`src/rtl/peripheral_uart_rx.sv`:
```
// J1 UART receive peripheral: 16x-oversampled 8N1 deserializer feeding a small
// byte FIFO, read through DATA/STATUS registers and cleared through CLEAR.
module peripheral_uart_rx #(
  parameter int CLK_FREQ   = 50_000_000,
  parameter int BAUD       = 115200,
  parameter int FIFO_DEPTH = 4
) (
  input  logic        clk,
  input  logic        rst,
  input  logic [15:0] d_in,
  input  logic        cs,
  input  logic [3:0]  addr,
  input  logic        rd,
  input  logic        wr,
  output logic [15:0] d_out,
  input  logic        uart_rx
);

  localparam int DIV_RAW = CLK_FREQ / (BAUD * 16);
  localparam int DIV     = (DIV_RAW < 1) ? 1 : DIV_RAW;
  localparam int PW      = (DIV > 1) ? $clog2(DIV) : 1;
  localparam int AW      = (FIFO_DEPTH > 1) ? $clog2(FIFO_DEPTH) : 1;
  localparam int CW      = AW + 1;

  typedef enum logic [2:0] {S_IDLE, S_START, S_DATA, S_STOP, S_WAIT_HI} state_t;

  state_t         state, state_n;
  logic [1:0]     sync;
  logic           rx_s;
  logic [PW-1:0]  ps;
  logic           tick;
  logic [3:0]     tc;
  logic [2:0]     bi;
  logic [7:0]     sh;
  logic           ps_clr, tc_clr, bit_smp, push, ferr_set;

  logic [7:0]     mem [FIFO_DEPTH];
  logic [AW-1:0]  wp, rp;
  logic [CW-1:0]  count;
  logic           overrun, frame_err;
  logic           avail, full, pop, push_ok, ovr_set, clr;
  logic [2:0]     cnt3;
  logic           unused_ok;

  assign unused_ok = ^d_in;
  assign rx_s      = sync[1];
  assign tick      = (ps == PW'(DIV - 1));

  always_ff @(posedge clk) begin
    if (rst) sync <= 2'b11;
    else     sync <= {sync[0], uart_rx};
  end

  always_ff @(posedge clk) begin
    if (rst) state <= S_IDLE;
    else     state <= state_n;
  end

  always_comb begin
    state_n  = state;
    ps_clr   = 1'b0;
    tc_clr   = 1'b0;
    bit_smp  = 1'b0;
    push     = 1'b0;
    ferr_set = 1'b0;
    case (state)
      S_IDLE: if (!rx_s) begin
        ps_clr  = 1'b1;
        tc_clr  = 1'b1;
        state_n = S_START;
      end
      S_START: if (tick && tc == 4'd7) begin
        tc_clr  = 1'b1;
        state_n = rx_s ? S_IDLE : S_DATA;
      end
      S_DATA: if (tick && tc == 4'd15) begin
        bit_smp = 1'b1;
        if (bi == 3'd7) state_n = S_STOP;
      end
      S_STOP: if (tick && tc == 4'd15) begin
        if (rx_s) begin
          push    = 1'b1;
          state_n = S_IDLE;
        end else begin
          ferr_set = 1'b1;
          state_n  = S_WAIT_HI;
        end
      end
      S_WAIT_HI: if (rx_s) state_n = S_IDLE;
      default:   state_n = S_IDLE;
    endcase
  end

  // tc wraps 15->0 on its own, so each data bit restarts its 16-tick window
  always_ff @(posedge clk) begin
    if (rst) begin
      ps <= '0;
      tc <= '0;
      bi <= '0;
      sh <= '0;
    end else begin
      if (ps_clr || tick) ps <= '0;
      else                ps <= ps + PW'(1);
      if (tc_clr)    tc <= '0;
      else if (tick) tc <= tc + 4'd1;
      if (state == S_START) bi <= '0;
      else if (bit_smp)     bi <= bi + 3'd1;
      if (bit_smp) sh[bi] <= rx_s;
    end
  end

  assign avail   = (count != '0);
  assign full    = (count == CW'(FIFO_DEPTH));
  assign pop     = cs && rd && addr == 4'h0 && avail;
  assign push_ok = push && (!full || pop);
  assign ovr_set = push && full && !pop;
  assign clr     = cs && wr && addr == 4'h4;
  assign cnt3    = 3'(count);

  // when full, wp == rp, so a same-cycle push overwrites the slot being popped
  always_ff @(posedge clk) begin
    if (push_ok) mem[wp] <= sh;
  end

  always_ff @(posedge clk) begin
    if (rst) begin
      wp        <= '0;
      rp        <= '0;
      count     <= '0;
      overrun   <= 1'b0;
      frame_err <= 1'b0;
    end else begin
      if (push_ok) wp <= wp + AW'(1);
      if (pop)     rp <= rp + AW'(1);
      if (push_ok && !pop)      count <= count + CW'(1);
      else if (pop && !push_ok) count <= count - CW'(1);
      if (ovr_set)  overrun <= 1'b1;
      else if (clr) overrun <= 1'b0;
      if (ferr_set) frame_err <= 1'b1;
      else if (clr) frame_err <= 1'b0;
    end
  end

  always_comb begin
    d_out = 16'h0000;
    if (cs) begin
      case (addr)
        4'h0:    d_out = avail ? {8'h00, mem[rp]} : 16'h0000;
        4'h2:    d_out = {9'b0, cnt3, overrun, frame_err, full, avail};
        default: d_out = 16'h0000;
      endcase
    end
  end

endmodule

```
`config.mk`:
```
export PLATFORM = sky130hd
export DESIGN_NAME = peripheral_uart_rx
export DESIGN_NICKNAME = d
export VERILOG_FILES = /design/src/rtl/peripheral_uart_rx.sv
export SDC_FILE = /design/constraint.sdc
export NUM_CORES = 1
export LEC_CHECK = 0
export CORE_ASPECT_RATIO = 1.1
export CORE_MARGIN = 1
export CORE_UTILIZATION = 30
export CTS_BUF_LIST = sky130_fd_sc_hd__clkbuf_8
export CTS_CLUSTER_DIAMETER = 50
export DETAILED_ROUTE_END_ITERATION = 12
export SLEW_MARGIN = 25
export SYNTH_ARGS = -nofsm -noshare
export SYNTH_HDL_FRONTEND = slang
export SYNTH_SLANG_ARGS = --single-unit
```
`constraint.sdc`:
```
create_clock -name clk -period 8.3 [get_ports clk]
set_input_delay 2.075 -clock clk [delete_from_list [all_inputs] [get_ports clk]]
set_output_delay 2.075 -clock clk [all_outputs]
set_load 0.005 [all_outputs]
```
**After elaboration in Yosys (flattened, before gate mapping)**

Memories as Yosys holds them, arrays and structs flattened. A register that Yosys moved wholly into a read port is not among the register bits.
Cells that the tools add are included.

- Register bits: 34
- Bits in writable memories: 32
- Input bits: 26
- Output and inout port bits: 16
- Logic and storage cells: 101
- Memories: 1

- Add/sub/neg operators: 7
- Order comparisons: 2
- Equality and inequality tests: 17
- Muxes and demuxes: 35
- Reductions and logical operators: 28

Memories:

| memory | depth | bits a word | rd ports | clocked after memory_dff | wr ports | RTL line | source |
|---|---|---|---|---|---|---|---|
| mem | 4 | 8 | 1 | 1 | 1 | 37 | `logic [7:0] mem [FIFO_DEPTH];` |

Operators with widths:

| operator | count |
|---|---|
| $mux W3 | 9 |
| $mux W1 | 16 |
| $mux W8 | 2 |
| $pmux W8 S2 | 1 |
| $pmux W3 S5 | 1 |
| $logic_and A1 B1 Y1 | 13 |
| $ne A2 B2 Y1 const B | 6 |
| $eq A3 B3 Y1 const B | 3 |
| $bwmux W8 | 1 |
| $eq A4 B3 Y1 const B | 2 |
| $add A3 B1 Y3 const B | 2 |
| $eq A3 B2 Y1 const B | 2 |
| $mux W2 | 3 |
| $reduce_and A6 Y1 | 1 |
| $reduce_bool A2 Y1 | 3 |
| $reduce_or A2 Y1 | 3 |
| $add A5 B1 Y5 const B | 1 |
| $eq A5 B5 Y1 const B | 1 |
| $add A2 B1 Y2 const B | 2 |
| $add A4 B1 Y4 const B | 1 |
| $eq A4 B2 Y1 const B | 1 |
| $eq A4 B4 Y1 const B | 1 |
| $logic_not A4 Y1 | 1 |
| $lt A3 B4 Y1 const B | 1 |
| 9 further kinds | 12 |

**Logic depth before layout (Yosys ltp)**

Gate-level depths: netlist of the first run.

- Word-level depth: 9
- Mapped depth: 11
- Mapped depth without buffers: 11

**Least setup slack after synthesis of the first run**

OpenSTA, ideal clock, no wires.

- Kind: input port to output port
- From: input addr[0]
- To: output d_out[7]
- Arrival: 3.092 ns
- Required time: 6.225 ns
- Slack: 3.133 ns
- Stages: 3
- Buffers on the path: 1
- Cells stage by stage: or4b_4 buf_6 nor4b_1

- Word-level cells in the longest chain between the ends: 3
- Elaborated cells between the ends (all ways): 4
- Those cells by class: eq/ne (1); mux (2); reduce/logical (1)

Ends and longest elaborated chain:

| element | RTL line | source |
|---|---|---|
| start: declaration | 12 | `input logic [3:0] addr,` |
| $eq A4 B2 Y1 / $logic_not A4 Y1 (equally long branches) | 147 | `case (addr)` |
| $pmux W8 S2 (*) | 147 |  |
| $mux W8 (*) | 146 | `if (cs) begin` |
| end: declaration | 15 | `output logic [15:0] d_out,` |

Mark *: on every way between the ends. The rest lies on a longest branch, timed or not.

**Worst setup path in the final report of the first run**

Ends and elaborated chain as after synthesis.

==> metrics.md, run 1 <==
| Metric | Value |
|---|---|
| CP most frequent cell | clkdlybuf4s50_1 |
| DR vias/cell | between 4 and 5 |
| Setup crit start kind | input pin |
| Leakage power | around 1.4 nW |
| CP peak stage delay | roughly 0.65 ns |
| Post-route design area | between 0.003 and 0.004 mm² |
| Synthesized area per cell | between 10 and 15 µm² |
| Vias in the first global route | around 1900 |
| CP arrival | between 4 and 5 ns |
| First-pass GRT wire length | just over 9 mm |
| Post-Syn Instances | between 200 and 300 |
| Fin crit share | around three quarters |
| Clock Latency Late Sink | 0.34 ns |
| Tot GR Track Use | approximately 11% |
| Nature of the critical path endpoint | output port |
| RSZ-0062 raised after global routing | false |
| Most common cell in the netlist | dfxtp_1 |
| Drt pass-1 iters | 4 |
| Logic pwr share | approximately 2.6% |
| Kind of cell with the highest combined delay on the critical path | buffers and inverters |
| Sequential share of the synthesized area | between 50% and 60% |
| DP HPWL | roughly 3.8 mm |
| Routed wire length per instance | roughly 14 µm |
| Post-Syn Area | between 0.003 and 0.004 mm² |
| Post-cts repair resize count | 0 |
| NumNets Final | ~310 |
| Worst EP required | about 6.2 ns |
| Total wire length | roughly 5.5 mm |
| Number of antenna diodes | 0 |
| CTS root buf | clkbuf_8 |
| Hold Crit Class | reg -> reg |
| Final setup viols | 0 |
| Slew headroom | between 60% and 70% |
| Power, Total | between 0.0006 and 0.0007 W |
| Clock skew | around 0.0067 ns |
| Max Slew Vio Count | 0 |
| Outcome | finished, final reports clean |
| CTS Buf Count | 9 |
| Starting Density | 31.3% |
| Highest clock rate | ~160 MHz |
| Chain of cells forming the critical path | clkdlybuf4s50_1 -> or4b_4 -> nor4b_1 -> clkdlybuf4s50_1 |
| Clock power frac | between 40% and 50% |
| Crit-path slowest cell | or4b_4 |
| Worst-path fanout max | 12 |
| Post-synth top area cell | edfxtp_1 |
| P&R area growth vs syn | 14.5% |
| Worst-margin pin slew | between 0.5 and 0.6 ns |
| Peak supply drop | 0.0850 mV |
| Setup Crit Path Kind | in -> out |
| CP bufs+invs | 2 |
| CTS Sinks | a little under 70 |
| Synth Flop Type | dfxtp_1 |
| DRC viols | 0 |
| P per Cell Area | between 150 and 200 mW/mm² |
| Reg clk slew, reported paths | roughly 0.070 ns |
| EDFF count, synth | 32 |
| Largest net degree at the start of global routing | 28 |
| Synth cell types | 48 |
| Flop pwr share | a little over half |
| IO Port Bufs | 17 |
| IO Count | 42 |
| Final antenna-violating net count | 0 |
| Rows | 38 |
| Initial DRC Count | 74 |
| Max-cap violations | 0 |
| Post-DP Area | 0.00336 mm² |
| Synth top area share | between 30% and 40% |
| Hold buffers post-CTS | 0 |
| Switch share | ~21% |
| FF+latch count, synth | 68 |
| CTS H-tree depth | 3 |
| Total Die Area | between 0.01 and 0.015 mm² |
| Pint | roughly 0.00053 W |
| Die Y-Extent | about 110 µm |
| Postcts setup bufs | 0 |
| Commonest cells in the netlist | 36 x dfxtp_1, 32 x edfxtp_1, 28 x nor2_1 |
| CTS max path bufs | 2 |
| Leading post-synthesis cells by cell area | edfxtp_1 31%, dfxtp_1 23%, mux4_2 5.8%, ha_1 4.0%, mux2i_1 3.8% |
| Post-route minimum period | 6.09 ns |
| Post-synthesis async set-or-reset flop share | 0% |
| Gpl congestion | between 0.6 and 0.7 |
| NetSw | ~0.00014 W |
| Layout cells sized above 1 | between 10% and 20% |
| Final setup TNS | 0 ns |
| Final Hold Fails | 0 |
| TritonCTS clock tree | done |
| Horiz. Die Dim | between 90 and 100 µm |
| Initial antenna violation count | 0 |
| Warnings from Yosys | 0 |
| Grt total ovfl | 0 |
| Core Region | between 0.009 and 0.01 mm² |
| Total number of vias | slightly below 2000 |
==> power groups by stage <==
stage / combinational (W) / sequential, W / clock (W)
2_1_floorplan: 0.0000144 / 0.000358 / 0
6_report: 0.0000174 / 0.000352 / 0.000293
4_1_cts: 0.0000175 / 0.000351 / 0.000302
5_1_grt: 0.0000196 / 0.000352 / 0.000315
3_5_place_dp: 0.0000176 / 0.000359 / 0
3_3_place_gp: 0.0000173 / 0.000359 / 0
==> placed cells by master (no fill, tap or decap), types with 2 or more instances in the layout <==
cell | synthesis | final
nor4b_1 | 2 | 2
or3_1 | 2 | 2
clkinv_4 | 0 | 2
xor2_1 | 7 | 7
bufinv_16 | 0 | 2
ha_1 | 10 | 10
and3_1 | 5 | 5
nor4_2 | 2 | 2
o31ai_1 | 3 | 3
nor4b_4 | 2 | 2
xnor2_1 | 5 | 5
nand3_1 | 6 | 6
nor4_1 | 2 | 2
nand2b_1 | 12 | 12
mux4_2 | 8 | 8
nand2_1 | 14 | 14
o21ai_0 | 3 | 3
and3b_1 | 2 | 2
a21oi_1 | 5 | 5
mux2i_1 | 12 | 12
edfxtp_1 | 32 | 32
conb_1 | 1 | 8
nor3_1 | 5 | 5
inv_1 | 5 | 6
clkbuf_8 | 0 | 9
or2_2 | 2 | 2
nor2_1 | 28 | 28
a211oi_1 | 2 | 2
dfxtp_1 | 36 | 36
clkdlybuf4s50_1 | 0 | 17
a22oi_1 | 6 | 6
nand4_1 | 5 | 5
==> cells by family (layout without fill, tap and decap cells) <==
group                      count (synthesis)  count (layout)  share of synthesized area (%)
buffers and inverters                     26              40                           4.45
AOI/OAI and AO/OA                         23              23                           5.21
adders and majority gates                 11              11                           4.65
other                                      1               8                          0.120
xor gates and xnor gates                  12              12                           3.37
muxes                                     20              20                           9.62
and+or+nand+nor                           98              98                           18.7
DFF                                       68              68                           53.8
==> layer usage <==
metal	part of all wire, %	vias to the layer above	wire length, µm	GRT usage (%)
li1	-	957	-	-
met1	43	933	2340	12.2
met2	51	36	2810	20.0
met3	4.5	9	245	4.23
met4	1.6	0	85	4.52
met5	0	-	0	0
==> sequential cells by signal (all words and copies together), names as in the netlist, named ones only <==
name and flops:
mem 32, sh 8, ps 5, tc 4, bi 3, cnt3 3
state 3, rp 2, sync 2, wp 2, frame_err 1, overrun 1
==> through the flow <==
step	worst slack, ns	hold WS [ns]	cells	util, %
global placement	2.23	0.391	384	33.7
finish	2.21	0.409	400	35.8
global route	2.18	0.453	400	35.8
floorplan	3.13	0.389	266	-
detailed placement	2.20	0.393	384	33.7
CTS	2.20	0.410	400	35.8
==> final cells by class <==
type                            count  area, µm²
Tap cell                          120        150
Clock buffer                        9        124
Multi-Input combinational cell    172       1330
Timing Repair Buffer               18        178
Clock inverter                      7       92.6
Inverter                            6       22.5
Fill cell                         978       6410
Sequential cell                    68       1680
==> worst paths after layout <==
| check | start | end | slack [ns] | cells after the start |
|---|---|---|---|---|
| setup / recovery | addr[0] | d_out[7] | 2.21 | 4 |
| hold / removal | sync[0]$_SDFF_PP1_ | sync[1]$_SDFF_PP1_ | 0.41 | 1 |
| setup reg to reg | ps[0]$_SDFF_PP0_ | cnt3[2]$_SDFFE_PP0P_ | 5.34 | 11 |
| hold reg to reg | sync[0]$_SDFF_PP1_ | sync[1]$_SDFF_PP1_ | 0.41 | 1 |
(Power assumes the default switching activity.)
==> run 2, diff against run 1 <==
- clock period: 8.3 -> 5.67 ns (I/O delays scaled with it)
==> run 2 against run 1 <==
Via count is the same. Global-route usage is 0.23 points higher. Critical path depth stayed put. Critical path type unchanged. First-iteration DRC count is 6.8% lower. Final area fell by 1.1%. Hold slack about the same. Sequential power up 46%. Total power rose by 39%. Non-clock buffer count shrank 1. Flip-flop and latch count unchanged. Clock power increased by 29%.
==> metrics.md, run 2 (same netlist as run 1, synthesis figures left out) <==
| Metric | Value |
|---|---|
| Outcome | finished, final reports clean |
| Post-cts repair resize count | 0 (unchanged) |
| P per Cell Area | 260 mW/mm² (+40%) |
| Postcts setup bufs | 0 (unchanged) |
| Final setup viols | 0 (unchanged) |
| Grt total ovfl | 0 (unchanged) |
| CTS Sinks | 68 (unchanged) |
| Clock skew | 0.0112 ns (+0.00444 ns) |
| CP endpoint | d_out[7] |
| Final setup TNS | 0 ns (unchanged) |
| Drt pass-1 iters | 4 (unchanged) |
| Layout cells sized above 1 | 12.2% (-0.31 points) |
| Max reg flops | 32 (unchanged) |
| Total number of vias | 1935 (unchanged) |
| Nature of the critical path endpoint | output port |
| Rows | 38 (unchanged) |
| Commonest non-fill, non-tap cell in the layout | dfxtp_1 |
| DP HPWL | 3.93 mm (+2.1%) |
| Hold buffers post-CTS | 0 (unchanged) |
| NumNets Final | 311 (-0.32%) |
| Worst-margin pin slew | 0.878 ns (+0.322 ns) |
| Reg clk slew, reported paths | 0.07 ns (about the same) |
| Power, Total | 0.000918 W (+39%) |
| Final antenna-violating net count | 0 (unchanged) |
| Starting Density | 31.3% (unchanged) |
| Post-route minimum period | approximately 4.8 ns |
| DR vias/cell | 4.85 (+0.25%) |
| Beginning of the worst hold path | sync[0]$_SDFF_PP1_ |
| Leakage power | 1.39 nW (-0.55%) |
| Peak supply drop | 0.109 mV (+28%) |
| First-pass GRT wire length | 9.40 mm (+1.6%) |
| Routed wire length per instance | 14.0 µm (+2.2%) |
| CTS Buf Count | 9 (unchanged) |
| Final Hold Fails | 0 (unchanged) |
| R2R setup slack | 2.66 ns (-2.68 ns) |
| Max Slew Vio Count | 0 (unchanged) |
| Setup Crit Path Kind | in -> out |
| CTS max path bufs | 2 (unchanged) |
| Largest net degree at the start of global routing | 28 (unchanged) |
| Gpl congestion | 0.696 (about the same) |
| P&R area growth vs syn | 13.3% |
| CTS H-tree depth | 3 (unchanged) |
| DRC viols | 0 (unchanged) |
| CTS root buf | clkbuf_8 |
| Tot GR Track Use | 11.5% (+0.23 points) |
| Vias in the first global route | 1934 (-0.77%) |
| Worst-path fanout max | 12 (unchanged) |
| Number of antenna diodes | 0 (unchanged) |
| Clock Latency Late Sink | 0.34 ns (about the same) |
| Worst EP required | 4.25 ns (-1.98 ns) |
| Initial antenna violation count | 0 (unchanged) |
| Top Registers | mem: 32 flops, sh: 8 flops, ps: 5 flops |
| Total Die Area | 0.0108 mm² (unchanged) |
| Crit path from | addr[0] |
| TritonCTS clock tree | done |
| Most frequent cells in the layout | 36 x dfxtp_1, 32 x edfxtp_1, 28 x nor2_1 |
| IO Count | 42 (unchanged) |
| R2r endpoint | cnt3[2]$_SDFFE_PP0P_ |
| RSZ-0062 raised after global routing | false |
| CP arrival | 3.35 ns (-0.67 ns) |
| Hold Crit Class | reg -> reg |
| Top reg by flops | mem |
| Initial DRC Count | 69 (-6.8%) |
| Highest clock rate | 210 MHz |
| Die Y-Extent | 109 µm (unchanged) |
| Core Region | 0.00998 mm² (unchanged) |
| Max-cap violations | 0 (unchanged) |
| Setup crit start kind | input pin |
| R2R depth | 11 (unchanged) |
| Fin crit share | a little over four fifths |
| IO Port Bufs | 17 (unchanged) |
| Horiz. Die Dim | 99.3 µm (unchanged) |
| Reg2reg start | ps[0]$_SDFF_PP0_ |
| Total wire length | 5.59 mm (+1.9%) |
| Slew headroom | 41.3% (-22 points) |
==> run 2: changes by cell type in the layout (fill, tap and decap cells not counted), sizes merged <==
| cell | before | now |
|---|---|---|
| inv | 7 | 8 |
| buf | 1 | 0 |
| clkinv | 3 | 4 |
| clkinvlp | 1 | 0 |
| bufinv | 2 | 1 |
==> run 2: stage by stage <==
| stage | cells | worst slack [ns] | hold slack (ns) | cell area, µm² | utilization [%] |
|---|---|---|---|---|---|
| final | 399 | 0.906 | 0.409 | 3540 | 35.4 |
| after global routing | 399 | 0.800 | 0.445 | 3540 | 35.4 |
| after CTS | 399 | 0.905 | 0.413 | 3540 | 35.4 |
| after detailed placement | 383 | 0.913 | 0.396 | 3350 | 33.6 |
| after global placement | 383 | 0.920 | 0.391 | 3350 | 33.6 |
| after floorplan | 266 | 1.82 | 0.389 | 3150 | - |
==> run 2: worst min path at each step <==
stage                              end  slack, ns  cells past startpoint
floorplan           sync[1]$_SDFF_PP1_       0.39                      1
global placement    sync[1]$_SDFF_PP1_       0.39                      1
detailed placement  sync[1]$_SDFF_PP1_       0.40                      1
CTS                 sync[1]$_SDFF_PP1_       0.41                      1
global route        sync[1]$_SDFF_PP1_       0.44                      1
finish              sync[1]$_SDFF_PP1_       0.41                      1
==> run 2: final cells by class <==
| cell class | instances | area [µm²] |
|---|---|---|
| clock buffer | 9 | 124 |
| inverter | 6 | 22.5 |
| sequential | 68 | 1680 |
| clock inverter | 7 | 61.3 |
| timing repair buffer | 17 | 170 |
| tap | 120 | 150 |
| multi-input combinational | 172 | 1330 |
| fill | 986 | 6450 |
==> run 2: critical path, cell delays in order <==
cell,delay [ns]
clkdlybuf4s50_1,0.42
or4b_4,0.64
nor4b_1,0.31
clkdlybuf4s50_1,0.55
==> run 2: metal layers <==
metal | share of wire, % | vias to the layer above | GRT usage, %
met2 | 50 | 30 | 20.0
met5 | 0 | - | 0
met4 | 2.4 | 0 | 6.20
met3 | 3.1 | 12 | 3.46
met1 | 45 | 937 | 12.7
li1 | - | 956 | -
==> run 2: power by group <==
group	total, W	switching, W	leakage (nW)	internal (W)
Clock	0.000378	0.000180	0.105	0.000198
Sequential	0.000515	0.00000323	0.663	0.000512
Combinational	0.0000253	0.0000137	0.617	0.0000115
Total	0.000918	0.000197	1.39	0.000721
